==> src/rtl/timer_nch.sv <==
// timer_nch: N-channel down-counting timer with a memory-mapped register file.
// Each channel counts synchronised rising edges of its own tick input and runs
// in one-shot, periodic-pulse or square-wave mode. A terminal event sets a
// sticky done flag, and done flags gated by IE are combined into one irq line.
module timer_nch #(
    parameter int NCH   = 3,
    parameter int WIDTH = 32,
    localparam int CSW  = (NCH > 1) ? $clog2(NCH) : 1
) (
    input  logic             clk,
    input  logic             RSTN,
    input  logic [NCH-1:0]   tick,
    input  logic             we,
    input  logic [CSW-1:0]   ch_sel,
    input  logic [1:0]       reg_sel,
    input  logic [31:0]      wdata,
    output logic [31:0]      rdata,
    output logic [NCH-1:0]   ch_out,
    output logic             irq
);

    typedef enum logic [1:0] {
        MODE_ONESHOT  = 2'b00,
        MODE_PERIODIC = 2'b01,
        MODE_SQUARE   = 2'b10,
        MODE_RESERVED = 2'b11
    } mode_e;

    localparam logic [1:0] REG_RELOAD = 2'd0;
    localparam logic [1:0] REG_CTRL   = 2'd1;
    localparam logic [1:0] REG_COUNT  = 2'd2;
    localparam logic [1:0] REG_STATUS = 2'd3;

    logic [NCH-1:0]            sync1;
    logic [NCH-1:0]            sync2;
    logic [NCH-1:0]            sync3;
    logic [2:0]                arm;
    logic [NCH-1:0]            step;
    logic                      wr_status;

    logic [NCH-1:0][WIDTH-1:0] reload_v;
    logic [NCH-1:0][WIDTH-1:0] count_v;
    logic [NCH-1:0][3:0]       ctrl_v;
    logic [NCH-1:0]            done_v;
    logic [NCH-1:0]            ie_v;

    // Two-FF synchroniser for the asynchronous tick inputs, plus an edge register.
    always_ff @(posedge clk or negedge RSTN) begin
        if (!RSTN) begin
            sync1 <= '0;
            sync2 <= '0;
            sync3 <= '0;
        end else begin
            sync1 <= tick;
            sync2 <= sync1;
            sync3 <= sync2;
        end
    end

    // Arming shift register: edge detection is held off until the edge register
    // has captured a real synchronised sample, so a tick held high through reset
    // never looks like a rising edge.
    always_ff @(posedge clk or negedge RSTN) begin
        if (!RSTN) begin
            arm <= '0;
        end else begin
            arm <= {arm[1:0], 1'b1};
        end
    end

    assign step      = arm[2] ? (sync2 & ~sync3) : '0;
    assign wr_status = we && (reg_sel == REG_STATUS);

    for (genvar i = 0; i < NCH; i++) begin : g_ch
        logic [WIDTH-1:0] reload_q;
        logic [WIDTH-1:0] count_q;
        logic [1:0]       mode_q;
        logic             en_q;
        logic             ie_q;
        logic             out_q;
        logic             done_q;
        logic             hit;
        logic             wr_reload;
        logic             wr_ctrl;
        logic             terminal;
        mode_e            eff_mode;

        assign hit       = (ch_sel == CSW'(i));
        assign wr_reload = we && hit && (reg_sel == REG_RELOAD);
        assign wr_ctrl   = we && hit && (reg_sel == REG_CTRL);
        assign eff_mode  = (mode_q == MODE_RESERVED) ? MODE_ONESHOT : mode_e'(mode_q);
        // A CTRL write on this channel swallows a coincident step.
        assign terminal  = step[i] && en_q && (count_q == '0) && !wr_ctrl;

        // Reload register; a coincident reload event still sees the old value.
        always_ff @(posedge clk or negedge RSTN) begin
            if (!RSTN) begin
                reload_q <= '0;
            end else if (wr_reload) begin
                reload_q <= wdata[WIDTH-1:0];
            end
        end

        // Control register; a one-shot terminal event turns the channel off.
        always_ff @(posedge clk or negedge RSTN) begin
            if (!RSTN) begin
                en_q   <= 1'b0;
                mode_q <= 2'b00;
                ie_q   <= 1'b0;
            end else if (wr_ctrl) begin
                en_q   <= wdata[0];
                mode_q <= wdata[2:1];
                ie_q   <= wdata[3];
            end else if (terminal && (eff_mode == MODE_ONESHOT)) begin
                en_q   <= 1'b0;
            end
        end

        // Down counter and channel output; periodic pulses self-clear after one clk.
        always_ff @(posedge clk or negedge RSTN) begin
            if (!RSTN) begin
                count_q <= '0;
                out_q   <= 1'b0;
            end else if (wr_ctrl) begin
                if (wdata[0]) begin
                    count_q <= reload_q;
                    out_q   <= 1'b0;
                end
            end else if (terminal) begin
                case (eff_mode)
                    MODE_PERIODIC: begin
                        count_q <= reload_q;
                        out_q   <= 1'b1;
                    end
                    MODE_SQUARE: begin
                        count_q <= reload_q;
                        out_q   <= ~out_q;
                    end
                    default: begin
                        out_q   <= 1'b1;
                    end
                endcase
            end else begin
                if (step[i] && en_q) begin
                    count_q <= count_q - WIDTH'(1);
                end
                if (en_q && (eff_mode == MODE_PERIODIC)) begin
                    out_q <= 1'b0;
                end
            end
        end

        // Sticky done flag; a new terminal event wins over a same-cycle W1C clear.
        always_ff @(posedge clk or negedge RSTN) begin
            if (!RSTN) begin
                done_q <= 1'b0;
            end else if (terminal) begin
                done_q <= 1'b1;
            end else if (wr_status && wdata[i]) begin
                done_q <= 1'b0;
            end
        end

        assign reload_v[i] = reload_q;
        assign count_v[i]  = count_q;
        assign ctrl_v[i]   = {ie_q, mode_q, en_q};
        assign done_v[i]   = done_q;
        assign ie_v[i]     = ie_q;
        assign ch_out[i]   = out_q;
    end

    // Registered interrupt: any channel with done and IE both set.
    always_ff @(posedge clk or negedge RSTN) begin
        if (!RSTN) begin
            irq <= 1'b0;
        end else begin
            irq <= |(done_v & ie_v);
        end
    end

    // Read mux; unselected or out-of-range channels read as zero.
    always_comb begin
        rdata = '0;
        if (reg_sel == REG_STATUS) begin
            rdata[NCH-1:0]   = done_v;
            rdata[16 +: NCH] = ch_out;
        end else begin
            for (int i = 0; i < NCH; i++) begin
                if (ch_sel == CSW'(i)) begin
                    case (reg_sel)
                        REG_RELOAD: rdata[WIDTH-1:0] = reload_v[i];
                        REG_CTRL:   rdata[3:0]       = ctrl_v[i];
                        REG_COUNT:  rdata[WIDTH-1:0] = count_v[i];
                        default:    rdata            = '0;
                    endcase
                end
            end
        end
    end

endmodule
==> config.mk <==
export PLATFORM = sky130hd
export DESIGN_NAME = timer_nch
export DESIGN_NICKNAME = d
export VERILOG_FILES = /design/src/rtl/timer_nch.sv
export SDC_FILE = /design/constraint.sdc
export NUM_CORES = 1
export LEC_CHECK = 0
export ABC_AREA = 1
export CORE_AREA = 3 3 181 183
export DETAILED_ROUTE_END_ITERATION = 6
export DIE_AREA = 0 0 184 186
export SLEW_MARGIN = 5
export SYNTH_ARGS = -nofsm -noshare
export SYNTH_HDL_FRONTEND = slang
export SYNTH_SLANG_ARGS = --single-unit
==> constraint.sdc <==
create_clock -name clk -period 3.2 [get_ports clk]
set_clock_uncertainty 0.1 [all_clocks]
set_input_delay 0.64 -clock clk [delete_from_list [all_inputs] [get_ports clk]]
set_output_delay 0.64 -clock clk [all_outputs]
set_load 0.01 [all_outputs]
; ---- After elaboration in Yosys (flattened, before gate mapping)
; Cells that the tools add are included.
[classes]
reduce_logical = 61
n_bitwise = 6
n_eq_ne = 20
n_addsub = 3
mux = 57
[ops]
columns = operator, n
row1 = 2-to-1 mux 32 bit, 18
row2 = one-hot mux 28 bit (3 select lines), 2
row3 = zero test 32 bit, 3
row4 = "subtractor 32 x 1 -> 32 bit, second input constant", 3
row5 = one-hot mux 28 bit (2 select lines), 1
row6 = one-hot mux 4 bit (3 select lines), 3
row7 = logical AND 1 bit, 28
row8 = 2-to-1 mux 13 bit, 2
row9 = 2-to-1 mux 1 bit, 25
row10 = "== test 2 bit, second input constant", 9
row11 = nonzero test 3 bit, 6
row12 = nonzero test 2 bit, 6
row13 = "== test 2 x 1 -> 1 bit, second input constant", 5
row14 = zero test 2 bit, 5
row15 = 2-to-1 mux 3 bit, 3
row16 = "inequality test 3 bit, second input constant", 3
row17 = AND reduction 3 bit, 3
row18 = bitwise AND 3 bit, 2
row19 = 2-to-1 mux 2 bit, 3
row20 = "inequality test 2 bit, second input constant", 3
row21 = AND reduction 2 bit, 3
row22 = OR reduction 2 bit, 3
row23 = zero test 1 bit, 3
row24 = NOT 1 bit, 3
row25 = 2 further kinds, 2
[totals]
out_inout_bits = 36
reg_bits = 223
word_cells = 173

; ---- Longest topological paths before layout
; Gate-level depths: netlist of the first run.
[depth]
word_depth = 9
mapped_depth = 14
depth_no_buf = 13

; ---- Least setup slack after synthesis of the first run
; OpenSTA, ideal clock, no wires.
[synth_path]
kind = input -> output
startpoint = in reg_sel[0]
endpoint = out rdata[13]
path_slack_ps = 758
n_path_buf = 2
t_required_ps = 2460
arrival_ps = 1702
path_stages = 7
cell_sequence = inv_1 nand2_1 inv_2 clkbuf_1 buf_1 nand2_1 nand3_1
[synth_between]
elab_chain_len = 8
elab_cells_between_ends = 11
classes_between = eq/ne (3) / mux (7) / reduce/logical (1)
[synth_rtl]
columns = element, line_no
row1 = from (decl), 15  ; input logic [1:0] reg_sel,
row2 = == test 2 bit / zero test 2 bit (equally long branches), 190  ; case (reg_sel)
row3 = one-hot mux 28 bit (2 select lines), 190
row4 = 2-to-1 mux 32 bit, 189  ; if (ch_sel == CSW'(i)) begin
row5 = one-hot mux 28 bit (3 select lines), 190
row6 = 2-to-1 mux 32 bit, 189
row7 = one-hot mux 28 bit (3 select lines), 190
row8 = 2-to-1 mux 32 bit, 189
row9 = 2-to-1 mux 13 bit *, 184  ; if (reg_sel == REG_STATUS) begin
row10 = to (decl), 17  ; output logic [31:0] rdata,
; Every way passes the cells marked *; elsewhere a longest branch is shown, timed or not.

; ---- Worst setup path in the final report of the first run
[layout_path]
startpoint = in reg_sel[0]
endpoint = out rdata[12]
; Same word-level chain as after synthesis.

==> results.cfg, run 1 <==
[status]
outcome = completed

[placement]
dp.cells = 2610
pre_cts_ws_ns = -0.320
place.port_buffers = 77
place_hpwl_mm = 40.4
gp_congestion = 1.02

[timing]
hold_viol_final = 0
tightest_slew_ns = 0.672
fin_crit_sh_pct = 98.2
min_period_ns = 3.14
fin_ws_ns = 0.0576
slew_viol_final = 0
fin_tns_setup_ns = 0
rsz0062_at_grt = yes
maxSlewHeadroom_pct = 54.9
setup_violations = 0
fmax_mhz = 318

[clock_network]
clk_path_buf_depth = 3
cts_tree = yes
numCtsBuffers = 27
htree_levels = 1
cts.reportedPaths.clkPinSlew_ns = 0.06
clk_latency_ns = 0.55
cts_root_buf = clkbuf_16
cts.sinks = 223

[layout]
layout-drive-gt1-share_pct = 9.29
num_antenna_cells = 0
fin_cells = 2662
num-nets-final = 2291
final_util_pct = 53.6
fillers = 3174
syn_to_final_growth_pct = 19.7

[grt]
grt_overflow = 0
grt_max_degree = 65
grt_pass1_wl_mm = 80.2
grt_pass1_vias = 13500
antenna_found_initial = 0
grt_usage_pct = 30.4

[critical_path]
worstSetupPathType = in -> out
crit_required_ns = 2.46
worstPathMaxFanout = 17
crit_arrival_ns = 2.40
critPathLaunchType = primary input
cp-end-kind = output port

[synthesis]
synth_common_cells = nand2_1 (809), inv_1 (224), dfrtp_1 (223)
synth_cells = 2121
synth.ff_latch_count = 223
synth.distinct_cells = 44
synth_top_area_cell = dfrtp_1
synth_edf_count = 0
syn_area_mm2 = 0.0141
yosysSeqAreaShare_pct = 39.7
yosysTopAreaCellShare_pct = 39.7
syn_nets = 2172
syn_area_per_cell_um2 = 6.63
synth.most_common_cell = nand2_1
synth.area.top_cells = dfrtp_1 (40%), nand2_1 (22%), o21ai_0 (6.4%), inv_1 (6.0%), nor2_1 (5.8%)
synth-async-reset-ratio_pct = 100
yosysWarnings = 0
yosys_most_used_dff = dfrtp_1

[die]
num_rows = 65
die_w_um = 184
die_h_um = 186
dieArea_mm2 = 0.0342
core_area_mm2 = 0.0314
start_util_pct = 44.8
io_pins = 78

[detailed_routing]
drc = 0
vias_per_cell = 5.41
ant_nets = 0
drtIter0Drc = 1549
drt_wl_total_mm = 51.7
wl_per_cell_um = 19.4
vias = 14400
drt_first_pass_iters = 5

[job]
max_cap_violations = 0

[power_and_ir_drop]
p_leak_nw = 8.42
power_w = 0.0138
ir_drop_uv = 494
power.density_mw_per_mm2 = 818

[worst_hold_path]
hold_class = reg -> reg
## layout by cell type, fill, tap and decap left out, types with 3 or more instances in the layout
cell	Yosys	final
a21oi_1	7	7
a221o_1	5	5
a221oi_1	7	4
a221oi_2	0	3
buf_12	0	17
buf_4	11	82
bufinv_16	0	4
clkbuf_1	44	5
clkbuf_16	0	27
clkdlybuf4s50_1	0	41
clkinv_2	0	8
clkinvlp_4	0	3
dfrtp_1	223	223
dlygate4sd2_1	0	31
ha_1	9	9
inv_1	224	222
inv_2	8	9
inv_4	2	3
nand2_1	809	807
nand2_2	3	4
nand3_1	123	120
nand3_2	12	15
nand3b_1	3	3
nand4_1	31	31
nor2_1	217	217
nor2_2	9	8
nor2_4	6	7
nor3_1	11	11
o2111ai_1	4	4
o211ai_1	5	5
o21ai_0	179	175
o21ai_1	24	27
o221ai_1	3	3
o22ai_1	58	56
xnor2_1	4	4
xor2_1	31	31
## power by group
part | leakage, nW | total (W) | internal, W | switching (W)
logic | 5.10 | 0.00602 | 0.00200 | 0.00402
clock network | 0.439 | 0.00320 | 0.00190 | 0.00130
registers | 2.87 | 0.00456 | 0.00361 | 0.000943
## final cells by class
class / count / area [um^2] / share of cell area (%)
inverters: 237 / 903 / 5.36
repair buffers: 179 / 1720 / 10.2
clock inverters: 16 / 195 / 1.16
flip-flops and latches: 223 / 5580 / 33.1
well taps: 402 / 503 / 2.99
multi-input cells: 1572 / 7230 / 42.9
clock buffers: 33 / 708 / 4.21
## routing by layer
layer,global-route usage (%),part of all wire [%]
met1,43.9,44
met2,46.8,44
met3,6.10,8.9
met4,8.56,3.0
met5,0,0
## flip-flops by register name, summed over array words and instances (netlist names)
register,count
arm,3
g_ch.count_q,96
g_ch.done_q,3
g_ch.en_q,3
g_ch.ie_q,3
g_ch.mode_q,6
g_ch.out_q,3
g_ch.reload_q,96
irq,1
sync1,3
sync2,3
sync3,3
## critical path, stage by stage
cell and delay [ns]:
clkdlybuf4s50_1 0.49, inv_2 0.07, nand2_2 0.09, clkinv_1 0.11, buf_12 0.17, buf_4 0.14
a221o_1 0.37, dlygate4sd2_1 0.31
## logic make-up (layout without fill, tap and decap cells)
| family | after synthesis | after routing | synth area share [%] |
|---|---|---|---|
| simple gates | 1229 | 1229 | 36.0 |
| buf+inv | 326 | 465 | 9.44 |
| compound gates | 298 | 298 | 11.9 |
| flops | 223 | 223 | 39.7 |
| xor+xnor | 35 | 35 | 2.18 |
| fa+ha+maj | 9 | 9 | 0.800 |
| other cells | 1 | 1 | 0.0266 |
## final timing paths
path / startpoint / cells after the start / endpoint / slack (ns)
worst max-delay path: reg_sel[0] / 8 / rdata[12] / 0.06
min in group asynchronous: RSTN / 2 / sync2[0]$_DFF_PN0_ / 0.52
worst max register to register: g_ch[2].count_q[0]$_DFFE_PN0P_ / 10 / g_ch[2].count_q[20]$_DFFE_PN0P_ / 0.56
max in group asynchronous: RSTN / 3 / g_ch[0].reload_q[8]$_DFFE_PN0P_ / 1.63
worst min-delay path: arm[0]$_DFF_PN0_ / 0 / arm[1]$_DFF_PN0_ / 0.25
worst min register to register: arm[0]$_DFF_PN0_ / 0 / arm[1]$_DFF_PN0_ / 0.25
## what timing repair did
item,CTS,global route
hold buffers,1,0
resized for setup,49,17
setup buffers,2,0
endpoints found under the hold margin,57,0
pin swaps,1,1
endpoints found under the setup margin,32,14
## metrics by stage
stage	hold WS (ns)	area [um^2]
floorplan	0.231	14100
global placement	0.232	15900
detailed placement	0.238	15900
CTS	0.251	16800
global route	0.251	16800
finish	0.248	16800
No activity file was read; power rests on OpenSTA's default activity.
==> run 2, diff against run 1 <==
Settings changed: ABC_AREA 1 to 0, CORE_AREA 3 3 181 183 to 2 2 173 175, DIE_AREA 0 0 184 186 to 0 0 175 177, GPL_TIMING_DRIVEN set to 0.
==> results.cfg, run 2 <==
[critical_path]
worstSetupPathType = reg -> out
crit_family = compound AO/OA/AOI/OAI gates
worstPathMaxFanout = 7
crit_arrival_ns = 2.46
cp_slowest_stage_delay_ns = 0.49
cp_cell_sequence = mux2_2 -> a221o_1 -> o211ai_1 -> o21ai_0 -> clkdlybuf4s50_1
crit_required_ns = 2.46
cp_slowest_cell = dfrtp_1
cp-end-kind = output port
critPathLaunchType = register
cp.buffers_inverters = 1

[status]
outcome = completed

[layout]
fin_area_mm2 = 0.0157
num_antenna_cells = 0
final_common_cell = dfrtp_1
multi_input_area_mm2 = 0.00716
seq_area_mm2 = 0.00558
layout-drive-gt1-share_pct = 18.9
final_util_pct = 53.8
syn_to_final_growth_pct = 21.1
largestRegisters = g_ch.count_q x96, g_ch.reload_q x96, g_ch.mode_q x6
num-nets-final = 1581
most-common-layout-cells = dfrtp_1 (223), a21oi_1 (143), nor2_1 (126), mux2_2 (98), nand2_1 (95)
fillers = 2761

[grt]
grt_max_degree = 90
antenna_found_initial = 2
grt_pass1_wl_mm = 79.9
grt_overflow = 0
grt_pass1_vias = 11900
grt_usage_pct = 35.2

[job]
max_cap_violations = 0

[die]
num_rows = 63
die_h_um = 177
dieArea_mm2 = 0.0310
die_w_um = 175
core_area_mm2 = 0.0292
io_pins = 78
start_util_pct = 44.4

[clock_network]
cts.reportedPaths.clkPinSlew_ns = 0.07
clk_path_buf_depth = 3
numCtsBuffers = 27
cts.sinks = 223
htree_levels = 1
cts_root_buf = clkbuf_16
clk_latency_ns = 0.57
cts_tree = yes

[synthesis]
synth.distinct_cells = 78
synth.ff_latch_count = 223
synth_cells = 1415
syn_area_per_cell_um2 = 9.18
syn_area_mm2 = 0.0130
synth-async-reset-ratio_pct = 100
yosysTopAreaCellShare_pct = 43.0
synth_common_cells = dfrtp_1 (223), a21oi_1 (143), nor2_1 (126)
yosysSeqAreaShare_pct = 43.0
synth.area.top_cells = dfrtp_1 (43%), mux2_2 (8.5%), a21oi_1 (5.5%), mux2i_1 (5.2%), nor2_1 (3.6%)
synth.most_common_cell = dfrtp_1
yosys_most_used_dff = dfrtp_1
synth_top_area_cell = dfrtp_1
syn_nets = 1466
synth_edf_count = 0
yosysWarnings = 0

[detailed_routing]
wl_met2_mm = 24.8
wl_per_cell_um = 28.4
vias = 12600
wl_met1_mm = 22.9
routed.top_layer = met5
ant_nets = 0
drt_first_pass_iters = 6
vias_per_cell = 6.52
drtIter0Drc = 1449
met3_length_mm = 4.63
drt_wl_total_mm = 55.1
drc = 0

[power_and_ir_drop]
ir_drop_uv = 421
power.density_mw_per_mm2 = 629
p_leak_nw = 6.75

[timing]
fin_tns_setup_ns = 0
hold_viol_final = 0
min_period_ns = 3.20
tightest_slew_ns = 0.982
fin_crit_sh_pct = 99.9
fmax_mhz = 313
setup_violations = 0
rsz0062_at_grt = no
slew_viol_final = 0
maxSlewHeadroom_pct = 34.5

[placement]
gp_congestion = 0.977
place_hpwl_mm = 41.5
place.port_buffers = 75
place_area_mm2 = 0.0143

[worst_hold_path]
hold_class = reg -> reg
run 2: cell types whose count changed in the layout (fill, tap and decap cells not counted), sizes merged, moves of 62 or more:
cell    previous run  this run
o21ai            204       118
mux2               0        98
inv              236        29
nand3            135        31
nand2            813        95
mux2i              0        68
clkbuf            35        97
a21oi              7       144
nor2             233       126
run 2: worst paths after layout:
check	start	endpoint	slack (ns)	cells past startpoint
max in group asynchronous	RSTN	g_ch[1].reload_q[21]$_DFFE_PN0P_	1.24	4
min in group asynchronous	RSTN	g_ch[2].count_q[1]$_DFFE_PN0P_	0.52	2
worst max register to register	g_ch[0].count_q[0]$_DFFE_PN0P_	g_ch[0].count_q[0]$_DFFE_PN0P_	0.13	10
worst min register to register	arm[0]$_DFF_PN0_	arm[1]$_DFF_PN0_	0.25	0
worst max-delay path	g_ch[1].count_q[16]$_DFFE_PN0P_	rdata[16]	0.002	5
worst min-delay path	arm[0]$_DFF_PN0_	arm[1]$_DFF_PN0_	0.25	0
run 2: worst reg2reg max path: cells and delay by family (launching register included):
family | cells | cell delay, ns
and+or+nand+nor | 3 | 0.75
DFF | 1 | 0.41
adders and majority gates | 1 | 0.27
buffers and inverters | 3 | 0.73
AOI/OAI and AO/OA | 3 | 0.70
run 2: where the power goes:
group | internal, W | total (W) | switching [W]
registers | 0.00336 | 0.00420 | 0.000843
logic | 0.00106 | 0.00247 | 0.00141
clock network | 0.00188 | 0.00322 | 0.00134
total | 0.00630 | 0.00990 | 0.00359
run 2: stage by stage:
stage	total power, W	hold slack (ns)	setup slack [ns]	cells
global placement	0.00642	0.233	-8.54	1880
detailed placement	0.00647	0.235	-1.25	1883
global route	0.0102	0.260	0.00120	1940
floorplan	0.00535	0.231	0.195	1415
finish	0.00990	0.246	0.00214	1940
CTS	0.00973	0.248	-0.0260	1939
run 2: metal layers:
metal | track usage, % | vias to the layer above
met1 | 47.8 | 6252
met5 | 0 | -
li1 | - | 5524
met4 | 15.5 | 4
met2 | 55.7 | 725
met3 | 5.95 | 143
run 2: repair_timing:
action	CTS	global route
setup endpoints to repair	96	86
endpoints found under the hold margin	64	0
pin swaps	1	0
gates resized for setup	130	44
hold buffers	1	0
buffers inserted	7	4
run 2: area by class of cell:
class | count | share of cell area, %
timing repair buffer | 90 | 5.64
clock inverter | 15 | 1.05
sequential | 223 | 35.5
clock buffer | 34 | 4.72
inverter | 29 | 0.700
multi-input combinational | 1055 | 45.5
tap | 390 | 3.10
buffer | 104 | 3.77
run 2: cells by family after synthesis:
group	count (synthesis)	share of synthesized area (%)
DFF	223	43.0
buffers and inverters	137	4.35
and+or+nand+nor	441	17.0
muxes	167	13.9
AOI/OAI and AO/OA	437	20.8
other	1	0.0289
adders and majority gates	9	0.867
==> run 3, diff against run 2 <==
Settings changed: MAX_ROUTING_LAYER set to met4.
==> results.cfg, run 3 (same netlist as run 2, synthesis figures left out) <==
[status]
outcome = complete, but fails checks
violations = negative setup slack

[layout]
most-common-layout-cells = dfrtp_1 (222), a21oi_1 (140), nor2_1 (126), mux2_2 (98), nand2_1 (94)
layout-drive-gt1-share_pct = 18.8
num-nets-final = 1580
largestRegisters = g_ch.count_q x96, g_ch.reload_q x96, g_ch.mode_q x6
syn_to_final_growth_pct = 21.0
final_common_cell = dfrtp_1
final_util_pct = 53.8
fillers = 2735

[power_and_ir_drop]
switchingPower_w = 0.00352
ir_drop_uv = 372
power.density_mw_per_mm2 = 626
clockPowerShare_pct = 32.5
pwr-share-comb_pct = 24.9
sequentialPowerShare_pct = 42.6
p_sw_share_pct = 35.7
p_leak_nw = 6.77
p_int_w = 0.00633
power_w = 0.00985

[die]
die_w_um = 175
core_area_mm2 = 0.0292
num_rows = 63
io_pins = 78
die_h_um = 177
start_util_pct = 44.4
dieArea_mm2 = 0.0310

[placement]
gp_congestion = 1.00
place_hpwl_mm = 41.3
place.port_buffers = 75

[detailed_routing]
drtIter0Drc = 1408
drt_first_pass_iters = 5
vias = 12700
drt_wl_total_mm = 54.9
vias_per_cell = 6.54
wl_per_cell_um = 28.3
drc = 0
ant_nets = 0

[grt]
busiest_layer = met2
grt_pass1_vias = 12000
grt_pass1_wl_mm = 80.8
grt_overflow = 0
grt.met2_usage_pct = 56.3
grt_usage_pct = 36.5
met3_usage_pct = 4.38
use_met1_pct = 48.8
grt_max_degree = 100
antenna_found_initial = 1

[clock_network]
cts_tree = yes
clk_latency_ns = 0.56
cts.reportedPaths.clkPinSlew_ns = 0.05
clk_path_buf_depth = 3
cts.sinks = 223
htree_levels = 1
numCtsBuffers = 27
cts_root_buf = clkbuf_16

[worst_hold_path]
hold_class = reg -> reg
whs_path_depth = 0
hold_end = arm[1]$_DFF_PN0_
hp-start = arm[0]$_DFF_PN0_

[critical_path]
worstSetupPathType = in -> out
reg2reg_to = g_ch[0].count_q[19]$_DFFE_PN0P_
r2r_cells = 8
crit_arrival_ns = 2.51
cp-end-kind = output port
critPathLaunchType = primary input
rrSetupSlack_ns = 0.07
worstPathMaxFanout = 10
crit_required_ns = 2.46
critPathLaunch = ch_sel[0]
r2r_start = g_ch[0].count_q[4]$_DFFE_PN0P_

[timing]
min_period_ns = 3.25
setup_violations = 3
hold_viol_final = 0
maxSlewHeadroom_pct = 34.6
fin_crit_sh_pct = 102
fin_ws_ns = -0.0490
fmax_mhz = 308
rsz0062_at_grt = yes
tightest_slew_ns = 0.981
slew_viol_final = 0

[job]
max_cap_violations = 0
run 3: power groups by stage:
stage          clock network, W  logic [W]  registers [W]
2_1_floorplan                 0    0.00157        0.00378
3_3_place_gp                  0    0.00227        0.00415
3_5_place_dp                  0    0.00230        0.00416
4_1_cts                 0.00322    0.00238        0.00413
5_1_grt                 0.00335    0.00266        0.00423
6_report                0.00320    0.00245        0.00419
run 3: repair_timing:
item	in CTS	in global routing
cloned	1	0
hold buffers	1	0
hold endpoints to repair	53	0
pin swaps	1	1
gates resized for setup	143	35
buffers inserted	6	5
setup endpoints to repair	95	89
run 3: worst max-delay path, cell delays in order:
cell and delay (ns):
clkbuf_4 0.22, buf_6 0.23, buf_4 0.28, buf_8 0.23
mux2i_2 0.40, o22ai_2 0.17, dlygate4sd2_1 0.32
run 3: stage by stage:
step                      TNS (ns)  instances  setup WS (ns)  hold WS, ns  area (um^2)
after floorplan                  0       1415          0.195        0.231        13000
after global placement    -2016.15       1880          -8.60        0.232        14200
after detailed placement   -100.25       1882          -1.30        0.236        14300
after CTS                        0       1937        0.00240        0.249        15600
after global routing        -0.119       1939        -0.0287        0.261        15700
final                      -0.0891       1940        -0.0490        0.247        15700
run 3: routing by layer:
layer	up-vias	wire (um)
met5	-	0
met3	152	4680
li1	5519	-
met1	6324	22500
met2	687	24700
met4	0	3020
run 3: how the worst max path moves through the flow:
stage,end,slack (ns),cells past startpoint
floorplan,rdata[19],0.20,6
global placement,g_ch[1].count_q[23]$_DFFE_PN0P_,-8.60,1
detailed placement,rdata[30],-1.30,7
CTS,rdata[4],0.002,7
global route,rdata[22],-0.03,7
finish,rdata[22],-0.05,7
run 3: final cells by class:
type,count,area [um^2],share of cell area [%]
clock inverter,6,83.8,0.533
sequential,223,5580,35.5
tap,390,488,3.10
buffer,103,609,3.88
antenna,2,5.00,0.0318
timing repair buffer,90,893,5.68
clock buffer,42,822,5.23
multi-input combinational,1055,7130,45.3
inverter,29,110,0.700
